## src/rtl/alu_issue.sv

```systemverilog
// rtl/alu_issue.sv - RV32I execute front end: decode, operand select, branch resolve, result register
// Optional operand forwarding from the held result register: define ALU_ISSUE_FWD_EN.
package riscv_32i_defs_pkg;
  typedef enum logic [3:0] {
    ALU_ADD  = 4'd0,
    ALU_SUB  = 4'd1,
    ALU_AND  = 4'd2,
    ALU_OR   = 4'd3,
    ALU_XOR  = 4'd4,
    ALU_SLL  = 4'd5,
    ALU_SRL  = 4'd6,
    ALU_SRA  = 4'd7,
    ALU_SLT  = 4'd8,
    ALU_SLTU = 4'd9
  } alu_op_t;
endpackage

module alu_issue
  import riscv_32i_defs_pkg::*;
#(
  parameter int XLEN      = 32,
  parameter int REG_IDX_W = 5
) (
  input  logic            clk,
  input  logic            rst_n,
  alu_issue_if.slave      bus,
  output alu_op_t         alu_op,
  output logic [XLEN-1:0] alu_in_a,
  output logic [XLEN-1:0] alu_in_b,
  input  logic [XLEN-1:0] alu_result,
  input  logic            alu_zero
);
  logic                 out_valid_q, out_valid_d;
  logic [XLEN-1:0]      out_result_q, out_result_d;
  logic [REG_IDX_W-1:0] out_rd_q, out_rd_d;
  logic                 out_wr_en_q, out_wr_en_d;
  logic                 out_branch_taken_q, out_branch_taken_d;
  logic [XLEN-1:0]      out_branch_target_q, out_branch_target_d;
  logic                 out_illegal_q, out_illegal_d;

  alu_op_t         dec_op;
  logic            dec_illegal, is_arith, is_beq, is_bne, sel_pc, sel_imm;
  logic [XLEN-1:0] rs1_val, rs2_val;
  logic            accept;

  always_comb begin
    dec_op      = ALU_AND;
    dec_illegal = 1'b1;
    is_arith    = 1'b0;
    is_beq      = 1'b0;
    is_bne      = 1'b0;
    sel_pc      = 1'b0;
    sel_imm     = 1'b0;
    case (bus.in_class)
      2'b00: begin
        is_arith = 1'b1;
        case (bus.in_funct3)
          3'b000:  begin dec_op = bus.in_funct7b5 ? ALU_SUB : ALU_ADD; dec_illegal = 1'b0; end
          3'b111:  begin dec_op = ALU_AND; dec_illegal = 1'b0; end
          3'b110:  begin dec_op = ALU_OR;  dec_illegal = 1'b0; end
          default: ;
        endcase
      end
      2'b01: begin
        is_arith = 1'b1;
        sel_imm  = 1'b1;
        case (bus.in_funct3)
          3'b000:  begin dec_op = ALU_ADD; dec_illegal = 1'b0; end
          3'b111:  begin dec_op = ALU_AND; dec_illegal = 1'b0; end
          3'b110:  begin dec_op = ALU_OR;  dec_illegal = 1'b0; end
          default: ;
        endcase
      end
      2'b10: begin
        dec_op = ALU_SUB;
        case (bus.in_funct3)
          3'b000:  begin is_beq = 1'b1; dec_illegal = 1'b0; end
          3'b001:  begin is_bne = 1'b1; dec_illegal = 1'b0; end
          default: ;
        endcase
      end
      default: begin
        dec_op      = ALU_ADD;
        dec_illegal = 1'b0;
        is_arith    = 1'b1;
        sel_pc      = 1'b1;
        sel_imm     = 1'b1;
      end
    endcase
  end

`ifdef ALU_ISSUE_FWD_EN
  // The held result stays a valid forward source after draining, until the next accept.
  assign rs1_val = (out_wr_en_q && (bus.in_rs1_idx == out_rd_q)) ? out_result_q : bus.in_rs1_data;
  assign rs2_val = (out_wr_en_q && (bus.in_rs2_idx == out_rd_q)) ? out_result_q : bus.in_rs2_data;
`else
  logic unused_fwd_idx;
  assign unused_fwd_idx = ^{bus.in_rs1_idx, bus.in_rs2_idx};
  assign rs1_val = bus.in_rs1_data;
  assign rs2_val = bus.in_rs2_data;
`endif

  always_comb begin
    alu_op   = ALU_AND;
    alu_in_a = '0;
    alu_in_b = '0;
    if (bus.in_valid && !dec_illegal) begin
      alu_op   = dec_op;
      alu_in_a = sel_pc  ? bus.in_pc  : rs1_val;
      alu_in_b = sel_imm ? bus.in_imm : rs2_val;
    end
  end

  assign bus.in_ready = !out_valid_q || bus.out_ready;
  assign accept       = bus.in_valid && bus.in_ready;

  always_comb begin
    out_valid_d         = out_valid_q;
    out_result_d        = out_result_q;
    out_rd_d            = out_rd_q;
    out_wr_en_d         = out_wr_en_q;
    out_branch_taken_d  = out_branch_taken_q;
    out_branch_target_d = out_branch_target_q;
    out_illegal_d       = out_illegal_q;
    if (accept) begin
      out_valid_d         = 1'b1;
      out_result_d        = alu_result;
      out_rd_d            = bus.in_rd;
      out_wr_en_d         = is_arith && !dec_illegal && (bus.in_rd != '0);
      out_branch_taken_d  = !dec_illegal && ((is_beq && alu_zero) || (is_bne && !alu_zero));
      out_branch_target_d = bus.in_pc + bus.in_imm;
      out_illegal_d       = dec_illegal;
    end else if (out_valid_q && bus.out_ready) begin
      out_valid_d = 1'b0;
    end
  end

  always_ff @(posedge clk or negedge rst_n) begin
    if (!rst_n) begin
      out_valid_q         <= 1'b0;
      out_result_q        <= '0;
      out_rd_q            <= '0;
      out_wr_en_q         <= 1'b0;
      out_branch_taken_q  <= 1'b0;
      out_branch_target_q <= '0;
      out_illegal_q       <= 1'b0;
    end else begin
      out_valid_q         <= out_valid_d;
      out_result_q        <= out_result_d;
      out_rd_q            <= out_rd_d;
      out_wr_en_q         <= out_wr_en_d;
      out_branch_taken_q  <= out_branch_taken_d;
      out_branch_target_q <= out_branch_target_d;
      out_illegal_q       <= out_illegal_d;
    end
  end

  assign bus.out_valid         = out_valid_q;
  assign bus.out_result        = out_result_q;
  assign bus.out_rd            = out_rd_q;
  assign bus.out_wr_en         = out_wr_en_q;
  assign bus.out_branch_taken  = out_branch_taken_q;
  assign bus.out_branch_target = out_branch_target_q;
  assign bus.out_illegal       = out_illegal_q;
endmodule

```

## src/rtl/alu_issue_if.sv

```systemverilog
// rtl/alu_issue_if.sv - upstream instruction and downstream result handshake bundle for alu_issue
interface alu_issue_if #(
  parameter int XLEN      = 32,
  parameter int REG_IDX_W = 5
);
  logic                 in_valid;
  logic                 in_ready;
  logic [1:0]           in_class;
  logic [2:0]           in_funct3;
  logic                 in_funct7b5;
  logic [XLEN-1:0]      in_pc;
  logic [XLEN-1:0]      in_rs1_data;
  logic [XLEN-1:0]      in_rs2_data;
  logic [XLEN-1:0]      in_imm;
  logic [REG_IDX_W-1:0] in_rs1_idx;
  logic [REG_IDX_W-1:0] in_rs2_idx;
  logic [REG_IDX_W-1:0] in_rd;
  logic                 out_valid;
  logic                 out_ready;
  logic [XLEN-1:0]      out_result;
  logic [REG_IDX_W-1:0] out_rd;
  logic                 out_wr_en;
  logic                 out_branch_taken;
  logic [XLEN-1:0]      out_branch_target;
  logic                 out_illegal;

  modport master (
    output in_valid, in_class, in_funct3, in_funct7b5, in_pc, in_rs1_data, in_rs2_data,
           in_imm, in_rs1_idx, in_rs2_idx, in_rd, out_ready,
    input  in_ready, out_valid, out_result, out_rd, out_wr_en, out_branch_taken,
           out_branch_target, out_illegal
  );

  modport slave (
    input  in_valid, in_class, in_funct3, in_funct7b5, in_pc, in_rs1_data, in_rs2_data,
           in_imm, in_rs1_idx, in_rs2_idx, in_rd, out_ready,
    output in_ready, out_valid, out_result, out_rd, out_wr_en, out_branch_taken,
           out_branch_target, out_illegal
  );
endinterface

```

## src/flat_wrapper.sv

```systemverilog
// flat-port wrapper written by rule: the top's interface ports become plain ports
module alu_issue_flat import riscv_32i_defs_pkg::*;
#(
  parameter int XLEN      = 32,
  parameter int REG_IDX_W = 5
)
  (clk, rst_n, alu_op, alu_in_a, alu_in_b, alu_result, alu_zero, bus_in_valid, bus_in_class, bus_in_funct3, bus_in_funct7b5, bus_in_pc, bus_in_rs1_data, bus_in_rs2_data, bus_in_imm, bus_in_rs1_idx, bus_in_rs2_idx, bus_in_rd, bus_out_ready, bus_in_ready, bus_out_valid, bus_out_result, bus_out_rd, bus_out_wr_en, bus_out_branch_taken, bus_out_branch_target, bus_out_illegal);
  alu_issue_if #(.XLEN(XLEN), .REG_IDX_W(REG_IDX_W)) bus_i ();
  input  logic clk;
  input  logic rst_n;
  output alu_op_t alu_op;
  output logic [XLEN-1:0] alu_in_a;
  output logic [XLEN-1:0] alu_in_b;
  input  logic [XLEN-1:0] alu_result;
  input  logic alu_zero;
  input wire logic [$bits(bus_i.in_valid)-1:0] bus_in_valid;
  input wire logic [$bits(bus_i.in_class)-1:0] bus_in_class;
  input wire logic [$bits(bus_i.in_funct3)-1:0] bus_in_funct3;
  input wire logic [$bits(bus_i.in_funct7b5)-1:0] bus_in_funct7b5;
  input wire logic [$bits(bus_i.in_pc)-1:0] bus_in_pc;
  input wire logic [$bits(bus_i.in_rs1_data)-1:0] bus_in_rs1_data;
  input wire logic [$bits(bus_i.in_rs2_data)-1:0] bus_in_rs2_data;
  input wire logic [$bits(bus_i.in_imm)-1:0] bus_in_imm;
  input wire logic [$bits(bus_i.in_rs1_idx)-1:0] bus_in_rs1_idx;
  input wire logic [$bits(bus_i.in_rs2_idx)-1:0] bus_in_rs2_idx;
  input wire logic [$bits(bus_i.in_rd)-1:0] bus_in_rd;
  input wire logic [$bits(bus_i.out_ready)-1:0] bus_out_ready;
  output wire logic [$bits(bus_i.in_ready)-1:0] bus_in_ready;
  output wire logic [$bits(bus_i.out_valid)-1:0] bus_out_valid;
  output wire logic [$bits(bus_i.out_result)-1:0] bus_out_result;
  output wire logic [$bits(bus_i.out_rd)-1:0] bus_out_rd;
  output wire logic [$bits(bus_i.out_wr_en)-1:0] bus_out_wr_en;
  output wire logic [$bits(bus_i.out_branch_taken)-1:0] bus_out_branch_taken;
  output wire logic [$bits(bus_i.out_branch_target)-1:0] bus_out_branch_target;
  output wire logic [$bits(bus_i.out_illegal)-1:0] bus_out_illegal;
  assign bus_i.in_valid = bus_in_valid;
  assign bus_i.in_class = bus_in_class;
  assign bus_i.in_funct3 = bus_in_funct3;
  assign bus_i.in_funct7b5 = bus_in_funct7b5;
  assign bus_i.in_pc = bus_in_pc;
  assign bus_i.in_rs1_data = bus_in_rs1_data;
  assign bus_i.in_rs2_data = bus_in_rs2_data;
  assign bus_i.in_imm = bus_in_imm;
  assign bus_i.in_rs1_idx = bus_in_rs1_idx;
  assign bus_i.in_rs2_idx = bus_in_rs2_idx;
  assign bus_i.in_rd = bus_in_rd;
  assign bus_i.out_ready = bus_out_ready;
  assign bus_in_ready = bus_i.in_ready;
  assign bus_out_valid = bus_i.out_valid;
  assign bus_out_result = bus_i.out_result;
  assign bus_out_rd = bus_i.out_rd;
  assign bus_out_wr_en = bus_i.out_wr_en;
  assign bus_out_branch_taken = bus_i.out_branch_taken;
  assign bus_out_branch_target = bus_i.out_branch_target;
  assign bus_out_illegal = bus_i.out_illegal;
  alu_issue #(.XLEN(XLEN), .REG_IDX_W(REG_IDX_W)) u_core (.clk(clk), .rst_n(rst_n), .bus(bus_i), .alu_op(alu_op), .alu_in_a(alu_in_a), .alu_in_b(alu_in_b), .alu_result(alu_result), .alu_zero(alu_zero));
endmodule
```

## config.mk

```make
export PLATFORM = sky130hd
export DESIGN_NAME = alu_issue_flat
export DESIGN_NICKNAME = d
export VERILOG_FILES = /design/src/rtl/alu_issue.sv /design/src/rtl/alu_issue_if.sv /design/src/flat_wrapper.sv
export SDC_FILE = /design/constraint.sdc
export NUM_CORES = 1
export LEC_CHECK = 0
export BUFFER_PORTS_ARGS = -buffer_cell sky130_fd_sc_hd__buf_4
export CAP_MARGIN = 20
export CORE_AREA = 2 2 128 130
export CTS_CLUSTER_DIAMETER = 120
export DETAILED_ROUTE_END_ITERATION = 6
export DIE_AREA = 0 0 130 132
export GPL_ROUTABILITY_DRIVEN = 0
export PLACE_DENSITY_LB_ADDON = 0.25
export SYNTH_ARGS = -nofsm -noshare
export SYNTH_HDL_FRONTEND = slang
export SYNTH_SLANG_ARGS = --single-unit
```

## constraint.sdc

```tcl
create_clock -name clk -period 2.04 [get_ports clk]
set_input_delay 0.204 -clock clk [delete_from_list [all_inputs] [get_ports clk]]
set_output_delay 0.204 -clock clk [all_outputs]
set_load 0.1 [all_outputs]
```

## Yosys cells after proc, flatten, opt, wreduce, memory -nomap -nowiden

Index checks and enable logic that the tools add are counted.
W data, S select, Z words.

| operators by class | value |
|---|---|
| divide/modulo/power cells | 0 |
| $lt $le $gt $ge | 0 |
| shifts and indexed selects | 0 |
| muxes and demuxes | 19 |
| bitwise operators | 0 |
| reductions and logical operators | 22 |
| equality and inequality tests | 5 |
| multiply operators | 0 |
| $add $sub $neg | 1 |

Operators by type and width:

| operator | number |
|---|---|
| $mux W32 | 4 |
| $add A32 B32 Y32 | 1 |
| $pmux W4 S3 | 1 |
| $mux W1 | 10 |
| $logic_and A1 B1 Y1 | 8 |
| $pmux W4 S2 | 1 |
| $eq A3 B3 Y1 const B | 2 |
| $reduce_or A2 Y1 | 3 |
| $reduce_or A3 Y1 | 2 |
| $reduce_bool A5 Y1 | 1 |
| $mux W4 | 1 |
| $pmux W2 S2 | 1 |
| $eq A3 B1 Y1 const B | 1 |
| $logic_not A1 Y1 | 3 |
| $logic_not A3 Y1 | 1 |
| $eq A2 B1 Y1 const B | 1 |
| $eq A2 B2 Y1 const B | 1 |
| $logic_not A2 Y1 | 1 |
| $logic_or A1 B1 Y1 | 2 |
| $pmux W1 S2 | 1 |
| $reduce_bool A2 Y1 | 1 |

| storage, ports and cells | value |
|---|---|
| bits in writable memories | 0 |
| bits in latches | 0 |
| bits in registers | 73 |
| output and inout port bits | 142 |
| logic and storage cells | 54 |
| ROM bits | 0 |
| memories | 0 |

## Depth between registers and ports, before layout

Gate-level depths: netlist of the first run.

| logic depth | value |
|---|---|
| word-level depth | 7 |
| mapped depth | 10 |

## Least setup slack after synthesis of the first run

OpenSTA, ideal clock, no wires.

| path | value |
|---|---|
| path kind | register to register |
| from | register u_core.out_valid_q, in the netlist u_core.bus.out_valid |
| to | register u_core.out_rd_q[4], in the netlist u_core.bus.out_rd[4] |
| cell stages (with the launch flop) | 8 |
| path buffers | 3 |
| slack | -1139 ps |
| data required time | 1972 ps |
| data arrival time | 3111 ps |
| period minus slack after synthesis | 3179 ps |
| cell sequence | dfrtp_1 > nand2b_1 > nand2_1 > clkbuf_1 > clkbuf_1 > clkbuf_1 > nand2_1 > nand2_1 |

| between the ends | value |
|---|---|
| word-level cells in the longest chain between the ends | 3 |

RTL lines:

| what | RTL line | text |
|---|---|---|
| start: declaration | alu_issue.sv:33 | `logic out_valid_q, out_valid_d;` |
| start signal: assignment | alu_issue.sv:148 | `out_valid_q <= out_valid_d;` |
| $logic_not A1 Y1 | alu_issue.sv:114 | `assign bus.in_ready = !out_valid_q \|\| bus.out_ready;` |
| $logic_or A1 B1 Y1 | alu_issue.sv:114 |  |
| via bus_in_ready | flat_wrapper.sv:28 | `output wire logic [$bits(bus_i.in_ready)-1:0] bus_in_ready;` |
| $logic_and A1 B1 Y1 | alu_issue.sv:115 | `assign accept = bus.in_valid && bus.in_ready;` |
| end signal: assignment | alu_issue.sv:150 | `out_rd_q <= out_rd_d;` |
| end: declaration | alu_issue.sv:35 | `logic [REG_IDX_W-1:0] out_rd_q, out_rd_d;` |

The timed path passes the listed nets, and every way through them passes these cells.
A chain may end at the register's enable or synchronous reset.

## Worst setup path in the final report of the first run

| path | value |
|---|---|
| from | input bus_in_imm[0] |
| to | register u_core.out_branch_target_q[30], in the netlist u_core.bus.out_branch_target[30] |

| between the ends | value |
|---|---|
| word-level cells in the longest chain between the ends | 1 |

RTL lines:

| what | RTL line | text |
|---|---|---|
| start: declaration | flat_wrapper.sv:23 | `input wire logic [$bits(bus_i.in_imm)-1:0] bus_in_imm;` |
| $add A32 B32 Y32 | alu_issue.sv:131 | `out_branch_target_d = bus.in_pc + bus.in_imm;` |
| end signal: assignment | alu_issue.sv:153 | `out_branch_target_q <= out_branch_target_d;` |
| end: declaration | alu_issue.sv:38 | `logic [XLEN-1:0] out_branch_target_q, out_branch_target_d;` |

No other way between the ends.

==> metrics.txt, run 1 <==
Die Y 132 microns; Non-Filler Instances roughly 1300; crit start category input pin; YS warnings 0; Synth Cell Area between 5000 and 6000 sq um; CTS tree yes; Sink Count 73; io pins about 330; die footprint roughly 17000 sq um; Worst setup EP type register; Rows 46; final setup violation count 8; final net count roughly 1300; # placed instances between 1000 and 1500; post-DR wirelength/cell 14.7 microns; IO Port Bufs about 320; first-pass GRT wire length between 30000 and 40000 microns; Worst Setup Path Type input pin to register; Leak about 0.005 uW; First DRT Iteration DRCs ~220; Power, Total approximately 8600 uW; Peak VDD IR around 0.00050 V; Seq cells post-synth 73; largest net degree at the start of global routing 42; Post-Syn Instances roughly 700; Worst-path clk slew approximately 0.060 ns; r2r endpoint u_core.bus.out_branch_target[30]; Hold Violations, Final 0; share of layout cells above drive strength 1 0.485; FMAX 0.444 GHz; worst clock skew 0.00501 ns; Hold Path Sink u_core.bus.out_result[27]; via count 6301; Final Max Tran Viols 0; most frequent cells in the layout 407 x buf_4, 231 x nand2_1, 72 x dfrtp_1; diode count 0; CTS H-tree depth 3; fill count 1389; Slew @ Worst Pin approximately 0.5 ns; HPWL after DPL between 15000 and 20000 microns; Worst EP required 2.30 ns; hold depth 3; Max-Cap Viols 0; Seq/Total Area, Yosys 0.341; Max-slew headroom 0.667; Setup WS post-layout -0.213 ns; GRT Total Usage 0.222; RSZ-0062 raised after global routing yes; vias per inst between 4 and 5; R2R setup slack ~0.56 ns; Post-synth EDFFs 0; crit path DAT between 2 and 3 ns; Initial Utilization 0.341; min-delay worst type input pin to register; asr flop ratio synth 1.00; Area Growth Syn to Fin 82.4%; DRC Markers 0; status finished with violations; Synth Flop Type dfrtp_1; grt ovf 0; clock root cell clkbuf_16; CTS Buf Count 9; ANT nets after route 0; core area approximately 16000 sq um; reg2reg start u_core.bus.out_valid; number of global-route vias before repair approximately 6300; Die W roughly 130 microns; Power Dens Cells between 800 and 900 nW/um^2; library cells used by synthesis between 50 and 60; setup TNS -0.916 ns; worst-path fanout max 3; Hold Startpoint alu_result[27]; Clock Path Buffers 2; violated checks negative setup slack; Avg Cell Area, Syn 7.62 sq um; Pre-antenna DRT Iters 4; period utilization 1.10; Final min period around 2.3 ns; initial antenna violation count 0; Worst-Skew Late Latency 0.33 ns; Routed WL just under 20000 microns; most common cell after layout, fill and taps aside buf_4; cells on worst reg2reg path 6
worst max-delay path: stages:
cell     delay [ns]
buf_8          0.10
ha_4           0.15
fa_2           0.35
a21o_1         0.21
a221o_2        0.37
a41oi_2        0.24
nand2_2        0.10
a41oi_2        0.19
o21ai_1        0.09
or4_1          0.41
nand3_1        0.10
per-stage QoR:
step	hold WS [ns]	setup WS, ns	cell area, sq um	util
floorplan	-0.0916	-0.291	5900	-
detailed placement	0.197	-0.580	9230	0.588
global route	0.0565	-0.249	9770	0.622
global placement	0.196	-0.540	9230	0.588
CTS	0.0466	-0.154	9640	0.614
finish	0.0581	-0.213	9770	0.622
registers in the layout, indices dropped and copies added, names as in the netlist:
name	count
u_core.bus.out_result	32
u_core.bus.out_branch_taken	1
u_core.bus.out_illegal	1
u_core.bus.out_valid	1
u_core.bus.out_wr_en	1
u_core.bus.out_rd	5
u_core.bus.out_branch_target	32
cells in the mapped netlist, types with 2 or more instances:
cell        n  area [sq um]
a21oi_1    65           325
buf_1       4          15.0
a221oi_1    2          17.5
o21bai_1    4          30.0
nand2b_1    3          18.8
a211oi_1    3          22.5
xnor2_1    17           149
buf_4       2          15.0
nand3_1     8          40.0
xor2_1     13           114
and2_1      5          31.3
clkbuf_1   35           131
nor2b_1     2          12.5
or4_1       3          22.5
o211a_1     2          20.0
o211ai_1    3          22.5
inv_1       6          22.5
ha_1       31           388
o31ai_1     3          22.5
nor3_1      4          20.0
dfrtp_1    73          1830
o21ai_0    15          75.1
a31oi_1     2          12.5
mux2i_1    32           320
o21ai_1    28           140
o41a_1      2          22.5
nor2_1     48           180
nand4_1     5          31.3
a21boi_1    2          15.0
and3_1      5          31.3
a21o_1     17           128
o21a_1      4          30.0
a41oi_2     2          32.5
nand2_1   232           871
where the power goes:
group          internal [uW]  total (uW)  switching (uW)
combinational           1320        4800            3480
clock                   1350        1940             591
sequential              1700        1830             132
cells by family (layout without fill, tap and decap cells):
group | Yosys count | after routing | synth area share
adder cells (fa/ha/maj) | 32 | 32 | 0.0762
buffers and inverters | 48 | 442 | 0.0353
XOR/XNOR | 30 | 30 | 0.0491
multiplexers | 32 | 32 | 0.0598
AO/OA/AOI/OAI | 167 | 167 | 0.196
other | 1 | 2 | 0.000701
AND/OR/NAND/NOR | 319 | 319 | 0.241
flip-flops | 73 | 73 | 0.341
metal layers:
metal	wire [microns]	GRT usage	vias up
met5	0	0	-
met4	147	0.0418	0
met3	1010	0.0321	11
met2	10100	0.417	205
met1	8060	0.268	2899
li1	-	-	3186
worst max path at each step:
stage                             start                          endpoint  cells after the start
after floorplan           bus_in_imm[0]  u_core.bus.out_branch_target[30]                     10
after global placement    bus_in_imm[0]  u_core.bus.out_branch_target[30]                     11
final                     bus_in_imm[0]  u_core.bus.out_branch_target[30]                     11
after CTS                 bus_in_imm[0]  u_core.bus.out_branch_target[30]                     11
after detailed placement  bus_in_imm[0]  u_core.bus.out_branch_target[30]                     11
after global routing      bus_in_imm[0]  u_core.bus.out_branch_target[30]                     11
layout make-up:
cell class              instances  area (sq um)  area share
clock buffers                  11           243      0.0249
clock inverters                 5           128      0.0131
inverters                       6          22.5     0.00231
multi-input cells             582          4000       0.409
flip-flops and latches         73          1830       0.187
well taps                     216           270      0.0277
repair buffers                420          3270       0.335
timing repair:
action	CTS	global route
gates resized for setup	4	21
hold buffers	1	0
endpoints found under the hold margin	36	0
pin swaps	11	18
endpoints found under the setup margin	8	16
setup buffers	1	2
cloned	0	0
Power figures use the tool's default switching activity.
==> run 2: changes to the inputs <==
--- a/config.mk
+++ b/config.mk
@@ -12,7 +12,7 @@
 export DETAILED_ROUTE_END_ITERATION = 6
 export DIE_AREA = 0 0 130 132
 export GPL_ROUTABILITY_DRIVEN = 0
-export PLACE_DENSITY_LB_ADDON = 0.25
+export PLACE_DENSITY_LB_ADDON = 0.2
 export SYNTH_ARGS = -nofsm -noshare
 export SYNTH_HDL_FRONTEND = slang
 export SYNTH_SLANG_ARGS = --single-unit
==> run 2 against run 1 <==
Compared with the run above: the flow still finishes with violations (negative setup slack); worst hold slack worse by 0.0026 ns; global-route usage is 0.17 points lower; critical path depth stayed put; clock skew is 0.0010 ns lower; register-to-register slack worse by 0.05 ns; sequential share of layout area is 0.24 points higher; first-iteration DRC count is 4.5% lower; final cell count is 0.30% higher; sequential cell count stayed put; setup slack better by 0.00062 ns; critical endpoint unchanged.
==> metrics.txt, run 2 (synthesized netlist as in run 1, its figures left out) <==
Final Max Tran Viols 0; Routed WL 19500 microns; via count between 6000 and 7000; Max-Cap Viols 0; Leak just under 0.005 uW; Critical Path Start bus_in_imm[0]; sequential share of power 0.226; Max-slew headroom 0.638; grt ovf 0; CTS Buf Count 9; Internal Power a little under 4000 uW; crit start category input pin; Power Dens Cells 838 nW/um^2; Slew @ Worst Pin around 0.54 ns; Max stage delay on crit path a little over 0.4 ns; CTS tree yes; Worst Setup Path Type input pin to register; Hold Path Sink u_core.bus.out_result[24]; Worst-path clk slew 0.06 ns; most frequent cells in the layout 413 x buf_4, 231 x nand2_1, 72 x dfrtp_1; largest net degree at the start of global routing 42; Worst-Skew Late Latency around 0.34 ns; HPWL after DPL 16000 microns; Rows 46; most common cell after layout, fill and taps aside buf_4; core area approximately 16000 sq um; Sink Count 73; Hold Violations, Final 0; crit-path cells buf_8 > ha_4 > fa_2 > a21o_1 > a221o_2 > a41oi_2 > nand2_2 > a41oi_2 > o21ai_1 > or4_1 > nand3_1; min-delay worst type input pin to register; critical path buffer and inverter count 1; Die Y about 130 microns; Final min period between 2 and 2.5 ns; io pins 328; Setup WS post-layout -0.212 ns; GRT Total Usage 0.221; final setup violation count 6; net switching power 4230 uW; Peak VDD IR around 0.00038 V; number of global-route vias before repair 6196; status finished with violations; vias per inst roughly 4.8; Pre-antenna DRT Iters 4; worst-path fanout max 3; First DRT Iteration DRCs about 210; RSZ-0062 raised after global routing yes; period utilization 1.10; DRC Markers 0; crit path DAT 2.52 ns; die footprint around 17000 sq um; most frequent CP cell a41oi_2; Gate power share 0.592; Hold Startpoint alu_result[24]; share of layout cells above drive strength 1 0.486; clock root cell clkbuf_16; Die W about 130 microns; violated checks negative setup slack; clock share of power 0.182; Clock Path Buffers 2; CP max-delay cell or4_1; worst clock skew between 0.004 and 0.005 ns; Worst EP required around 2.3 ns; Worst setup EP type register; initial antenna violation count 0; Power, Total approximately 8000 uW; ANT nets after route 0; IO Port Bufs around 320; FMAX approximately 0.44 GHz; diode count 0; first-pass GRT wire length between 30000 and 40000 microns; Initial Utilization 0.341; CTS H-tree depth 3; family with the most delay on the worst path compound AO/OA/AOI/OAI gates; Area Growth Syn to Fin 80.1%; hold depth 3; r2r endpoint u_core.bus.out_branch_target[30]; post-DR wirelength/cell about 15 microns; worst hold slack about 0.056 ns; R2R setup slack 0.51 ns; final net count approximately 1300; reg2reg start u_core.bus.out_valid; Sw Ratio 0.523; cells on worst reg2reg path 4
run 2: cell count changes in the layout (fill, tap and decap cells not counted), moves of 2 or more:
cell and delta:
ha_1 +2, o21ai_0 +2, clkinv_2 +2, ha_4 -2, buf_4 +6, bufinv_16 -4
o21ai_1 -2
run 2: how the worst max path moves through the flow:
| stage | to | cells after the start |
|---|---|---|
| after floorplan | u_core.bus.out_branch_target[30] | 10 |
| after global placement | u_core.bus.out_branch_target[30] | 11 |
| after detailed placement | u_core.bus.out_branch_target[30] | 11 |
| after CTS | u_core.bus.out_branch_target[26] | 12 |
| after global routing | u_core.bus.out_branch_target[20] | 11 |
| final | u_core.bus.out_branch_target[30] | 11 |
run 2: cell type report:
type                       instances  area (sq um)
clock inverter                     6          42.5
sequential                        73          1830
fill                            1473          6070
timing repair buffer             424          3290
inverter                           6          22.5
tap                              216           270
clock buffer                      10           239
multi-input combinational        582          3950
run 2: repair_timing:
| item | in CTS | in global routing |
|---|---|---|
| hold endpoints to repair | 32 | 0 |
| gates resized for setup | 5 | 11 |
| pin swaps | 6 | 18 |
| buffers inserted | 1 | 1 |
| hold buffers | 1 | 0 |
| endpoints found under the setup margin | 7 | 12 |
run 2: per-layer routing:
layer / wire length, microns / GRT usage / vias up
li1: - / - / 3194
met5: 0 / 0 / -
met3: 1360 / 0.0414 / 28
met2: 9810 / 0.395 / 222
met1: 8030 / 0.268 / 2854
met4: 331 / 0.0609 / 0
run 2: power by group through the flow:
stage | combinational, uW | clock, uW | sequential, uW
after floorplan | 1560 | 0 | 3650
after global placement | 4740 | 0 | 1840
after detailed placement | 4770 | 0 | 1850
after CTS | 4790 | 1510 | 1820
after global routing | 5020 | 1570 | 1850
final | 4790 | 1470 | 1820
run 2: tightest hold or removal path, cell delays in order:
cell	delay, ns
buf_4	0.07
nand2_1	0.04
nand2_1	0.04
run 2: per-stage QoR:
stage	setup WS (ns)	instances	utilization	instance area, sq um	setup TNS [ns]
finish	-0.212	1317	0.614	9640	-0.710
global route	-0.259	1317	0.614	9640	-1.41
CTS	-0.155	1316	0.609	9570	-0.627
detailed placement	-0.542	1298	0.589	9250	-6.63
global placement	-0.527	1298	0.589	9250	-6.08
floorplan	-0.291	703	-	5900	-8.38
